File: config.mk
export PLATFORM = sky130hd
export DESIGN_NAME = sign_mag_accum
export DESIGN_NICKNAME = d
export VERILOG_FILES = /design/src/rtl/sign_mag_accum.sv
export SDC_FILE = /design/constraint.sdc
export NUM_CORES = 1
export LEC_CHECK = 0
export BUFFER_PORTS_ARGS = -buffer_cell sky130_fd_sc_hd__clkbuf_2
export CAP_MARGIN = 10
export CORE_MARGIN = 5
export CORE_UTILIZATION = 50
export DETAILED_ROUTE_END_ITERATION = 10
export PLACE_DENSITY = 0.7
export SLEW_MARGIN = 10
export SYNTH_ARGS = -nofsm -noshare
export SYNTH_HDL_FRONTEND = slang
export SYNTH_SLANG_ARGS = --single-unit
export TNS_END_PERCENT = 20
File: constraint.sdc
create_clock -name clk -period 6.5 [get_ports clk]
set_input_delay 0.65 -clock clk [delete_from_list [all_inputs] [get_ports clk]]
set_output_delay 0.65 -clock clk [all_outputs]
set_load 0.01 [all_outputs]
File: src/rtl/sign_mag_accum.sv
// Sign-magnitude add/subtract with saturation and a running accumulator; result registered, 1-cycle latency.
// Backpressure: in_ready = !out_valid || out_ready; result, ovf and out_valid hold while stalled.
module sign_mag_accum #(
  parameter int W = 5
) (
  input  logic         clk,
  input  logic         reset,
  input  logic         in_valid,
  output logic         in_ready,
  input  logic [W-1:0] a,
  input  logic [W-1:0] b,
  input  logic         op_sub,
  input  logic         acc_mode,
  input  logic         acc_clr,
  output logic         out_valid,
  input  logic         out_ready,
  output logic [W-1:0] sum,
  output logic         ovf,
  output logic         ovf_sticky
);

  localparam int M = W - 1;
  localparam logic [M-1:0] MAG_MAX = '1;

  logic [W-1:0] acc;
  logic [W-1:0] x_raw;
  logic [W-1:0] y_raw;
  logic         xs;
  logic         ys;
  logic [M-1:0] xm;
  logic [M-1:0] ym;
  logic [M:0]   mag_add;
  logic [M-1:0] res_mag;
  logic         res_sign;
  logic         res_ovf;
  logic         accept;

  assign in_ready = !out_valid || out_ready;
  assign accept   = in_valid && in_ready;

  always_comb begin
    x_raw = a;
    if (acc_mode) begin
      x_raw = acc_clr ? '0 : acc;
    end
    y_raw = {b[W-1] ^ op_sub, b[M-1:0]};

    xm = x_raw[M-1:0];
    ym = y_raw[M-1:0];
    // A zero magnitude always counts as +0, whatever its sign bit says.
    xs = x_raw[W-1] & (|xm);
    ys = y_raw[W-1] & (|ym);

    mag_add  = {1'b0, xm} + {1'b0, ym};
    res_mag  = '0;
    res_sign = 1'b0;
    res_ovf  = 1'b0;

    if (xs == ys) begin
      res_sign = xs;
      // Magnitude max is all ones, so any carry out means saturation.
      if (mag_add[M]) begin
        res_mag = MAG_MAX;
        res_ovf = 1'b1;
      end else begin
        res_mag = mag_add[M-1:0];
      end
    end else if (xm > ym) begin
      res_mag  = xm - ym;
      res_sign = xs;
    end else if (ym > xm) begin
      res_mag  = ym - xm;
      res_sign = ys;
    end

    if (res_mag == '0) begin
      res_sign = 1'b0;
    end
  end

  always_ff @(posedge clk or posedge reset) begin
    if (reset) begin
      out_valid  <= 1'b0;
      sum        <= '0;
      ovf        <= 1'b0;
      ovf_sticky <= 1'b0;
      acc        <= '0;
    end else if (accept) begin
      out_valid  <= 1'b1;
      sum        <= {res_sign, res_mag};
      ovf        <= res_ovf;
      ovf_sticky <= acc_clr ? res_ovf : (ovf_sticky | res_ovf);
      if (acc_mode) begin
        acc <= {res_sign, res_mag};
      end else if (acc_clr) begin
        acc <= '0;
      end
    end else if (out_ready) begin
      out_valid <= 1'b0;
    end
  end

endmodule

==> metrics.md <==
| Metric | Value |
|---|---|
| Comb power frac | 50.7% |
| Maxcap violations | 0 |
| Htree depth | 1 |
| Die Width | roughly 62 um |
| Slew Limit Fails | 0 |
| Worst EP required | about 6.7 ns |
| Class of the worst hold path | input pin to asynchronous set/reset pin |
| Clock Path Buffers | 2 |
| Area of the multi-input gates | between 900 and 1000 um2 |
| Net switching component of the power | 0.144 mW |
| FF-to-FF Start | acc[1]$_DFFE_PP0P_ |
| Post-synthesis instance total | 155 |
| Vias | 1,205 |
| Synth top area share | between 20% and 30% |
| Io pins | 26 |
| Synth Net Count | 187 |
| Overflow after GRT | 0 |
| CP bufs+invs | 2 |
| Post-synthesis sequential area ratio | 23.9% |
| Drt first pass iters | 4 |
| Global-route wire length before repair | approximately 5300 um |
| Unrepaired setup endpoints after global routing | false |
| Routed WL per cell | between 10 and 15 um |
| Critical Path End Type | flip-flop |
| Layout Skew | 0.000933 ns |
| # rows | 19 |
| Sw Share | a little over two fifths |
| Die footprint | 3870 um2 |
| Worst Setup Slack, final | between 2 and 3 ns |
| Root buffer cell | clkbuf_4 |
| Reg2reg path depth | 11 |
| Filler cells | 258 |
| Largest delay share family, worst path | compound AO/OA/AOI/OAI gates |
| Setup_tns | 0 ns |
| Routed WL | 3160 um |
| Crit-path max FO | 14 |
| Hold Violations, Final | 0 |
| Status | complete, no violations |
| Number of global-route vias before repair | 1,175 |
| Largest area contributor in the netlist | dfrtp_1 |
| TritonCTS buffer count | 3 |
| Routed Antenna Nets | 0 |
| TritonCTS clock tree | built |
| Internal | 0.199 mW |
| Initial Util | around 51% |
| Layout area overhead | 12.6% |
| Core box area | 2690 um2 |
| Yosys warning count | 0 |
| Critical path depth | 11 |
| N_diodes | 0 |
| PortBufs | 25 |
| Critical Path Source Type | input pin |
| GPL Wtd Cong | 0.911 |
| Worst-Margin Slew | 0.729 ns |
| Routed vias/inst | 5.71 |
| Worst R2R End | acc[4]$_DFFE_PP0P_ |
| Residual DRC | 0 |
| Worst-Skew Late Latency | 0.28 ns |
| Total GRT Usage | 16.5% |
| Maximum clock rate | around 290 MHz |
| Cts hold-fix bufs | 0 |
| Clk sinks | 13 |
| Slowest-stage cell, CP | o21ai_0 |
| Post-CTS Setup Bufs | 0 |
| Initial antenna violation count | 0 |
| DR iter-0 viols | 28 |
| Worst R2R Setup Slack | 3.36 ns |
| Layout cells sized above 1 | 25.6% |
| Clock Pin Slew Worst Setup and Hold Paths | 0.07 ns |
| Seq pwr share | 34.8% |
| Pleak | 0.751 nW |
| Critical Setup Path Class | input pin to flip-flop |
| Largest cells by area after synthesis | dfrtp_1, ha_1, nand2_1, fa_1, inv_1 |
| DP HPWL | between 2000 and 3000 um |
| Sequential cell area | 325 um2 |
| FF+latch count, synth | 13 |
| IR Drop Worst-Case VDD | 173 uV |
| Crit path from | acc_mode |
| Pwr/cell area | roughly 220 nW/um2 |
| Resize count post-CTS | 0 |
| Critical path cell sequence | clkbuf_2 > o21ai_0 > inv_1 > fa_1 > nand2b_1 > a21o_2 > and2_0 > a221o_1 > nor4b_2 > o41ai_2 > a22o_1 |
| Post-layout min period | 3.51 ns |
| Headroom to the max-slew limit | 50.9% |
| Setup-failing EPs final | 0 |
| Crit share post-route | 53.9% |
| Chip Height | 62.2 um |
| Pin count of the biggest net entering global routing | 15 |
| Worst setup path endpoint | acc[4]$_DFFE_PP0P_ |
| Nets@finish | 213 |
| Yosys cell types | 48 |
| Crit path DAT | 3.68 ns |
| Mean Syn Cell Area | between 8 and 9 um2 |
| Synthesized area | 1360 um2 |
| Clk pwr share | 14.5% |
| Placement Setup Slack | 2.70 ns |
| Max incr delay on CP | 0.63 ns |
[placed cells by master (no fill, tap or decap), types with 2 or more instances in the layout]
master	Yosys	layout
clkbuf_2	0	25
nand2_1	19	19
inv_1	15	15
nor2_1	13	13
dfrtp_1	13	13
ha_1	12	12
a21oi_1	7	7
o21ai_1	7	7
o21ai_0	6	6
nand2b_1	5	5
nand3b_1	4	4
xor2_1	3	3
o31ai_1	3	3
fa_1	3	3
clkbuf_4	0	3
nand2b_2	2	2
nor4_4	2	2
and3_2	2	2
nand4_1	2	2
a21oi_2	2	2
a31oi_1	2	2
a21o_1	2	2
a22o_1	2	2
[area by class of cell]
type	count	area share, %
Inverter	16	3.92
Sequential cell	13	21.2
Timing Repair Buffer	25	8.16
Tap cell	31	2.53
Multi-Input combinational cell	122	62.5
Clock buffer	4	1.71
[stage by stage]
| step | power (mW) | std cells | hold WS (ns) | util, % | area [um2] |
|---|---|---|---|---|---|
| 2_1_floorplan | 0.243 | 155 | 0.466 | - | 1360 |
| 3_3_place_gp | 0.290 | 207 | 0.460 | 56.1 | 1510 |
| 3_5_place_dp | 0.295 | 207 | 0.465 | 56.1 | 1510 |
| 4_1_cts | 0.345 | 211 | 0.369 | 57.1 | 1530 |
| 5_1_grt | 0.371 | 211 | 0.413 | 57.1 | 1530 |
| 6_report | 0.343 | 211 | 0.358 | 57.1 | 1530 |
[layer usage]
metal | GRT usage [%] | part of all wire [%] | vias to the layer above
met1 | 20.0 | 44 | 567
met2 | 29.0 | 50 | 35
met4 | 6.78 | 1.4 | 0
met5 | 0 | 0 | -
met3 | 1.98 | 4.3 | 6
li1 | - | - | 597
[power by group through the flow]
stage          sequential [mW]  combinational [mW]  clock [mW]
2_1_floorplan            0.124               0.119           0
3_3_place_gp             0.121               0.169           0
3_5_place_dp             0.120               0.174           0
4_1_cts                  0.119               0.175      0.0510
5_1_grt                  0.123               0.194      0.0534
6_report                 0.119               0.174      0.0496
[Yosys cell counts, drive strengths merged]
cell type / number
nor4b: 2
dfrtp: 13
o211ai: 1
a31oi: 2
o21bai: 1
inv: 16
nand2: 19
and4: 1
buf: 3
xor2: 4
o311ai: 1
o32ai: 1
and2: 3
nand2b: 7
xnor2: 1
ha: 12
a21oi: 9
nor4: 2
a221o: 1
o22ai: 1
nor3: 1
o41ai: 2
a21o: 3
a221oi: 1
a22o: 2
fa: 3
clkbuf: 1
nand3b: 4
and3b: 1
nor2b: 1
and4b: 1
o21ai: 13
or3: 1
o31ai: 3
nor2: 13
nand4: 2
and3: 2
o32a: 1
[worst min-delay path by stage]
stage,to,slack [ns],cells past startpoint
3_3_place_gp,sum[2]$_DFFE_PP0P_,0.46,2
4_1_cts,out_valid$_DFFE_PP0P_,0.37,2
6_report,ovf_sticky$_DFFE_PP0P_,0.36,2
2_1_floorplan,acc[4]$_DFFE_PP0P_,0.47,1
5_1_grt,ovf_sticky$_DFFE_PP0P_,0.41,2
3_5_place_dp,sum[4]$_DFFE_PP0P_,0.47,1
[logic make-up (layout without fill, tap and decap cells)]
group	after synthesis	in the layout	share of synthesized area, %
AND/OR/NAND/NOR	60	60	26.5
AO/OA/AOI/OAI	42	42	23.8
buffers and inverters	20	45	5.78
adder cells (fa/ha/maj)	15	15	15.4
flip-flops	13	13	23.9
XOR/XNOR	5	5	4.59
[state kept, by name (all words and copies together) (netlist names)]
name,cells
ovf,1
ovf_sticky,1
sum,5
out_valid,1
acc,5
Note: power is estimated with default switching activity, not from simulation.
